**src/rtl/avr_prefetch_unit.sv**
```systemverilog
// avr_prefetch_unit: DEPTH-word instruction prefetch queue between the synchronous program ROM and decode.
// Define AVR_PREFETCH_LONG_EN to present 32-bit JMP/CALL/LDS/STS as one two-word instruction.
module avr_prefetch_unit #(
  parameter int PC_W       = 16,
  parameter int DEPTH      = 4,
  parameter int SWAP_BYTES = 1
) (
  input  logic            CLK,
  input  logic            RST,
  input  logic [2:0]      pc_src,
  input  logic [PC_W-1:0] jmp,
  output logic            prog_req,
  output logic [PC_W-1:0] prog_addr,
  input  logic [15:0]     prog_data,
  output logic            instr_valid,
  output logic [15:0]     cur_instr,
  output logic [15:0]     cur_ext,
  output logic [1:0]      instr_len,
  output logic [PC_W-1:0] cur_pc,
  output logic [PC_W-1:0] ret_pc
);
  localparam int PTR_W = $clog2(DEPTH);
  localparam int CNT_W = PTR_W + 1;
  localparam int OCC_W = CNT_W + 1;

  localparam logic [2:0] SRC_RESTART = 3'b000;
  localparam logic [2:0] SRC_ADVANCE = 3'b010;
  localparam logic [2:0] SRC_REL     = 3'b100;
  localparam logic [2:0] SRC_ABS     = 3'b101;

  function automatic logic [15:0] swap_word(input logic [15:0] w);
    return (SWAP_BYTES != 0) ? {w[7:0], w[15:8]} : w;
  endfunction

`ifdef AVR_PREFETCH_LONG_EN
  function automatic logic is_long(input logic [15:0] w);
    return ((w[15:9] == 7'b1001010) && (w[3:2] == 2'b11)) ||
           ((w[15:10] == 6'b100100) && (w[3:0] == 4'b0000));
  endfunction
`endif

  logic [15:0]      word_q [DEPTH];
  logic [PC_W-1:0]  addr_q [DEPTH];
  logic [PTR_W-1:0] rd_ptr;
  logic [PTR_W-1:0] wr_ptr;
  logic [CNT_W-1:0] count;
  logic [PC_W-1:0]  fetch_pc;
  logic             vld_p1;
  logic [PC_W-1:0]  addr_p1;

  logic [15:0]            head_word;
  logic [15:0]            ext_word;
  logic                   head_long;
  logic                   redirect;
  logic                   push;
  logic [1:0]             pop_words;
  logic [OCC_W-1:0]       occ_after;
  logic signed [PC_W-1:0] rel_off;
  logic [PC_W-1:0]        target;

  assign head_word = word_q[rd_ptr];
`ifdef AVR_PREFETCH_LONG_EN
  assign head_long = is_long(head_word);
  assign ext_word  = word_q[rd_ptr + PTR_W'(1)];
`else
  assign head_long = 1'b0;
  assign ext_word  = 16'h0000;
`endif

  always_comb begin
    instr_valid = (count != '0) && (!head_long || (count >= CNT_W'(2)));
    instr_len   = instr_valid ? (head_long ? 2'd2 : 2'd1) : 2'd0;
    cur_instr   = instr_valid ? head_word : 16'h0000;
    cur_ext     = (instr_valid && head_long) ? ext_word : 16'h0000;
    // With nothing queued, the head is whatever word arrives next.
    if (count != '0)  cur_pc = addr_q[rd_ptr];
    else if (vld_p1)  cur_pc = addr_p1;
    else              cur_pc = fetch_pc;
    ret_pc    = cur_pc + PC_W'(instr_len);
    redirect  = (pc_src == SRC_RESTART) || (pc_src == SRC_REL) || (pc_src == SRC_ABS);
    pop_words = (pc_src == SRC_ADVANCE) ? instr_len : 2'd0;
    occ_after = OCC_W'(count) - OCC_W'(pop_words) + OCC_W'(vld_p1);
    prog_req  = !RST && !redirect && (occ_after < OCC_W'(DEPTH));
    prog_addr = fetch_pc;
    push      = vld_p1 && !redirect;
    rel_off   = $signed(jmp);
    case (pc_src)
      SRC_REL: target = cur_pc + PC_W'(1) + $unsigned(rel_off);
      SRC_ABS: target = jmp;
      default: target = '0;
    endcase
  end

  // Issue stage: queue control, fetch pointer and in-flight tracking.
  always_ff @(posedge CLK) begin
    if (RST) begin
      rd_ptr   <= '0;
      wr_ptr   <= '0;
      count    <= '0;
      fetch_pc <= '0;
      vld_p1   <= 1'b0;
    end else if (redirect) begin
      rd_ptr   <= '0;
      wr_ptr   <= '0;
      count    <= '0;
      fetch_pc <= target;
      vld_p1   <= 1'b0;
    end else begin
      if (prog_req) fetch_pc <= fetch_pc + PC_W'(1);
      vld_p1 <= prog_req;
      if (push) wr_ptr <= wr_ptr + PTR_W'(1);
      rd_ptr <= rd_ptr + PTR_W'(pop_words);
      count  <= count + CNT_W'(push) - CNT_W'(pop_words);
    end
  end

  // Return stage: the word requested last cycle lands in the queue with its address.
  always_ff @(posedge CLK) begin
    if (prog_req) addr_p1 <= fetch_pc;
    if (push) begin
      word_q[wr_ptr] <= swap_word(prog_data);
      addr_q[wr_ptr] <= addr_p1;
    end
  end

endmodule

```
**config.mk**
```make
export PLATFORM = sky130hd
export DESIGN_NAME = avr_prefetch_unit
export DESIGN_NICKNAME = d
export VERILOG_FILES = /design/src/rtl/avr_prefetch_unit.sv
export SDC_FILE = /design/constraint.sdc
export NUM_CORES = 1
export LEC_CHECK = 0
export ABC_CLOCK_PERIOD_IN_PS = 10100
export CORE_AREA = 2 2 140 142
export DETAILED_ROUTE_END_ITERATION = 8
export DIE_AREA = 0 0 142 144
export PLACE_DENSITY = 0.75
export SLEW_MARGIN = 20
export SYNTH_ARGS = -nofsm -noshare
export SYNTH_HDL_FRONTEND = slang
export SYNTH_SLANG_ARGS = --single-unit
```
**constraint.sdc**
```tcl
create_clock -name CLK -period 10.1 [get_ports CLK]
set_clock_uncertainty 0.05 [all_clocks]
set_input_delay 1.515 -clock CLK [delete_from_list [all_inputs] [get_ports CLK]]
set_output_delay 1.515 -clock CLK [all_outputs]
set_load 0.03 [all_outputs]
```
==> impl_metrics.yaml, run 1 <==
grt:
  grt_use_total_pct: 19.35
  antenna_found_initial: 0
  grt_max_degree: 50
  grt_pass1_wl_um: 29700
  gr-total-overflow: 0
  grt_pass1_vias: 5498
critical_path:
  worst-endpoint-required_ps: 8540
  startpoint_type: "input pin"
  slowest_delay_ps: 620
  cp_max_fo: 9
  r2r_setup_slack_ps: 5580
  reg2reg_from: "rd_ptr[0]$_SDFF_PN0_"
  cp_cell_sequence: "clkdlybuf4s50_1 -> inv_1 -> and4_1 -> ha_1 -> inv_1 -> ha_1 -> nand3b_1 -> and4_1 -> nor3_2 -> nor2_2 -> clkdlybuf4s50_1"
  worstReg2RegEnd: "prog_addr[9]$_SDFFE_PP0P_"
  critPathArrivalTime_ps: 4540
  criticalPathCategory: "in2out"
  critPathCaptureType: "primary output"
  cpMaxStageDelayCell: "clkdlybuf4s50_1"
  rr_worst_depth: 11
synthesis:
  synth_area_leader_cell: "edfxtp_1"
  yosys.area.top_type_share_pct: 51.24
  syn_avg_cell_area_um2: 13.42
  ys_warn_count: 0
  ys_seq_elements: 168
  yosysSeqAreaShare_pct: 56.93
  synthArstFlopShare_pct: 0
  synthFlopType: "edfxtp_1"
  synth_edf_count: 144
  syn_area_um2: 8439
  synthCells: 629
  ys_types: 73
  synthTopCellsByArea: "edfxtp_1 51%, mux4_2 8.5%, dfxtp_1 5.7%"
layout:
  final_util_pct: 53.73
  design_area_um2: 10250
  diodes: 0
  final_cell_count_no_fill: 985
  nets: 803
  area_growth_pct: 21.47
  final_cell_mix: "144 x edfxtp_1, 103 x clkdlybuf4s50_1, 41 x nand2_1, 40 x nor2_1, 37 x a21oi_1"
  drive_gt1_share_pct: 13.12
  layout_commonest_cell: "edfxtp_1"
timing:
  layout_min_cycle_time_ps: 6106
  timing.fmax_mhz: 163.8
  worst_pin_slew_ps: 1006
  setup_viol: 0
  period_share_pct: 60.46
  drv_slew: 0
  rsz0062_at_grt: "no"
  hold_viol: 0
  tns_ps: 0
  max_slew_margin_pct: 32.96
routing:
  vias: 5380
  drt_iter0_drc: 470
  wire_per_inst_um: 18.98
  first_pass_iters: 5
  ant_nets: 0
  drc: 0
  wl_um: 18690
  vias_per_cell: 5.462
pwr:
  switching_power_uw: 500.0
  power.share.sequential_pct: 43.6
  p_int_uw: 1340
  comb_power_share_pct: 20.0
  power.density_nw_per_um2: 179.5
  clkPwrFrac_pct: 36.4
  p_leak_uw: 0.003618
  peakVddDrop_uv: 113.7
  switching_share_pct: 27.17
hold_path:
  hold-path-cell-count: 0
  hp-class: "reg2reg"
  hold_start: "addr_p1[10]$_DFFE_PP_"
  whs_endpoint: "addr_q[0][10]$_DFFE_PP_"
placement:
  postPlaceCellArea_um2: 9642
  io_buffers: 103
  dp.cells: 954
  place_hpwl_um: 12890
  place_congestion: 0.9111
cts:
  cts.sinks: 168
  cts_hold_buf: 0
  cts_made_buffers: 17
  htreeDepth: 4
  clk_latency_ps: 430
  post-cts-setup-buffers: 0
  cts_root_buf: "clkbuf_16"
  path_clk_slew_ps: 60
  post_cts_resize_count: 0
  cts_tree: "yes"
  cts_buffer_depth: 2
die:
  io_pins: 121
  rows: 51
  die_area_um2: 20450
  initial_core_util_pct: 44.23
  die_h_um: 144
  die_w_um: 142
  core_um2: 19080
job:
  cap_violations: 0
status:
  outcome: "completed"
per-stage QoR:
stage	total power, uW	worst slack (ps)	hold WS (ps)
after floorplan	1057	4417	426.2
after global placement	1179	4129	461.1
after detailed placement	1184	4032	471.0
after CTS	1854	4019	488.7
after global routing	1909	3819	509.4
final	1840	3994	488.0
sequential cells by signal, summed over array words and instances (netlist names):
name and count:
count 3, prog_addr 16, vld_p1 1, rd_ptr 2, wr_ptr 2, word_q 64, addr_p1 16, addr_q 64
worst max-delay path by stage:
stage | cells after the start | to | slack, ps | startpoint
after floorplan | 10 | prog_req | 4420 | pc_src[0]
after global placement | 11 | prog_req | 4130 | pc_src[0]
after detailed placement | 11 | prog_req | 4030 | pc_src[0]
after CTS | 11 | prog_req | 4020 | pc_src[0]
after global routing | 11 | prog_req | 3820 | pc_src[0]
final | 11 | prog_req | 3990 | pc_src[0]
power by group through the flow:
stage	clock (uW)	combinational (uW)	sequential, uW
final	671	367	802
after global routing	706	398	806
after CTS	682	369	803
after detailed placement	0	367	817
after global placement	0	364	815
after floorplan	0	239	818
cells in the mapped netlist, drive strengths merged, types with 17 or more instances:
library cell and number:
xnor2 19, buf 31, edfxtp 144, dfxtp 24, inv 25, mux4 32, o21ai 17, nand2 41
ha 29, and2 24, a21oi 42, nor2 42
cells by family (layout without fill, tap and decap cells):
logic type,Yosys count,count (layout),share of synthesized area (%)
multiplexers,52,52,11.09
AO/OA/AOI/OAI,118,118,9.548
XOR/XNOR,26,26,2.787
adder cells (fa/ha/maj),31,31,4.774
flip-flops,168,168,56.93
AND/OR/NAND/NOR,166,166,10.57
other,1,17,0.04443
buffers and inverters,67,169,4.255
metal layers:
layer	vias to the layer above	track usage [%]	share of wire, %
met5	-	0	0
met4	0	5.737	1.0
met3	13	3.907	4.9
met2	151	32.67	50
met1	2644	25.45	44
li1	2572	-	-
worst max-delay path: cells and delay by family:
kind	cells	cell delay, ps
fa+ha+maj	2	440
simple gates	5	1200
buf+inv	4	1380
layout make-up:
cell class	count	area [um^2]
flip-flops and latches	168	4806
inverters	25	93.84
multi-input cells	410	3338
well taps	238	297.8
clock inverters	12	176.4
clock buffers	19	432.9
fillers	1581	8828
repair buffers	113	1106
Power figures use the tool's default switching activity.
==> run 2, diff against run 1 <==
Settings changed: ABC_CLOCK_PERIOD_IN_PS 10100 to 6000.
Clock period 10.1 ns to 6 ns, I/O delays scaled along.
==> run 2 against run 1 <==
Sequential power is 68% higher. First-iteration DRC count fell by 44%. Global-route usage fell by 0.65 points. Worst setup slack worse by 2900 ps. Clock power is 47% higher. Non-clock buffer count rose by 1. Via count grew 1.6%. Power rose by 61%.
==> impl_metrics.yaml, run 2 (synthesis gave the netlist of run 1 again) <==
cts:
  cts.sinks: 168
  htreeDepth: 4
  cts_tree: "yes"
  cts_root_buf: "clkbuf_16"
  cts_hold_buf: 0
  clk_latency_ps: 420
  path_clk_slew_ps: 60
  cts_buffer_depth: 2
  cts_made_buffers: 17
  post_cts_resize_count: 0
  post-cts-setup-buffers: 0
critical_path:
  crit_path_start: "count[2]$_SDFF_PN0_"
  reg2reg_from: "count[2]$_SDFF_PN0_"
  worst-endpoint-required_ps: 5050
  critPathCaptureType: "primary output"
  rr_worst_depth: 10
  cp_max_fo: 49
  criticalPathCategory: "reg2out"
  worstReg2RegEnd: "prog_addr[9]$_SDFFE_PP0P_"
  r2r_setup_slack_ps: 1610
  critPathArrivalTime_ps: 3910
  startpoint_type: "flip-flop"
  crit_path_end: "ret_pc[12]"
timing:
  worst_pin_slew_ps: 978.7
  rsz0062_at_grt: "no"
  max_slew_margin_pct: 34.75
  drv_slew: 0
  tns_ps: 0
  holdWs_ps: 483.6
  hold_viol: 0
  layout_min_cycle_time_ps: 4856
  period_share_pct: 80.93
  setup_viol: 0
  timing.fmax_mhz: 205.9
placement:
  place_hpwl_um: 12870
  io_buffers: 103
  dp.cells: 955
  place_congestion: 0.9257
routing:
  ant_nets: 0
  vias_per_cell: 5.538
  first_pass_iters: 5
  drc: 0
  wire_per_inst_um: 18.53
  wl_um: 18290
  drt_iter0_drc: 261
  vias: 5466
layout:
  diodes: 0
  final_cell_count_no_fill: 987
  nFillCells: 1570
  nets: 804
  area_growth_pct: 20.71
  drive_gt1_share_pct: 13.22
  layout_commonest_cell: "edfxtp_1"
  largest_registers: "addr_q x64, word_q x64"
  final_cell_mix: "144 x edfxtp_1, 103 x clkdlybuf4s50_1, 41 x nand2_1, 40 x nor2_1, 37 x a21oi_1"
  multi_input_area_um2: 3338
  ff_latch_area_um2: 4806
die:
  io_pins: 121
  die_w_um: 142
  initial_core_util_pct: 44.23
  die_h_um: 144
  rows: 51
  core_um2: 19080
  die_area_um2: 20450
hold_path:
  hp-class: "reg2reg"
  hold-path-cell-count: 0
  hold_start: "addr_p1[12]$_DFFE_PP_"
job:
  cap_violations: 0
pwr:
  power.density_nw_per_um2: 290.4
  peakVddDrop_uv: 182.9
  p_leak_uw: 0.003594
grt:
  grt_pass1_vias: 5265
  grt_pass1_wl_um: 28610
  antenna_found_initial: 0
  grt_max_degree: 50
  gr-total-overflow: 0
  grt_use_total_pct: 18.69
status:
  outcome: "completed"
==> run 2: cell types whose count changed in the layout (fill, tap and decap cells not counted), sizes merged <==
| cell | previous run | this run |
|---|---|---|
| buf | 10 | 11 |
| clkbuf | 19 | 18 |
| clkinv | 4 | 9 |
| bufinv | 4 | 1 |
==> run 2: where the power goes <==
group,switching [uW],internal [uW],total (uW)
Clock,425,564,989
Combinational,364,252,616
Sequential,40.2,1310,1350
==> run 2: worst min path at each step <==
stage | endpoint | slack, ps
after global routing | addr_p1[15]$_DFFE_PP_ | 510
after global placement | addr_q[2][10]$_DFFE_PP_ | 460
final | addr_q[3][12]$_DFFE_PP_ | 480
after floorplan | addr_q[0][3]$_DFFE_PP_ | 430
after CTS | addr_q[3][12]$_DFFE_PP_ | 490
after detailed placement | addr_q[0][4]$_DFFE_PP_ | 480
==> run 2: per-stage QoR <==
stage / total power, uW / util [%] / cell area [um^2] / worst slack (ps)
2_1_floorplan: 1779 / - / 8499 / 1344
3_3_place_gp: 1985 / 50.57 / 9649 / 1417
3_5_place_dp: 1992 / 50.57 / 9649 / 1359
4_1_cts: 2976 / 53.39 / 10190 / 1085
5_1_grt: 3081 / 53.39 / 10190 / 903.7
6_report: 2958 / 53.39 / 10190 / 1144
==> run 2: worst max-delay path, stage by stage, from the launching register on <==
cell and delay (ps):
dfxtp_1 370, nor3_4 410, inv_2 470, o21ai_0 570
and2_2 290, nand2b_4 100, or4_4 440, xnor2_2 130
clkdlybuf4s50_1 690
==> run 2: cell type report <==
class	count	share of cell area (%)
Clock inverter	14	1.069
Tap cell	238	2.923
Inverter	25	0.9211
Multi-Input combinational cell	410	32.77
Clock buffer	18	4.213
Timing Repair Buffer	114	10.93
Sequential cell	168	47.18
==> run 2: routing by layer <==
layer  part of all wire [%]  track usage (%)  wire length (um)  vias to the layer above
met4                    1.7            6.684               316                        0
li1                       -                -                 -                     2577
met3                    5.3            3.212               962                       25
met5                      0                0                 0                        -
met2                     49            31.22              8998                      188
met1                     44            24.79              8011                     2676
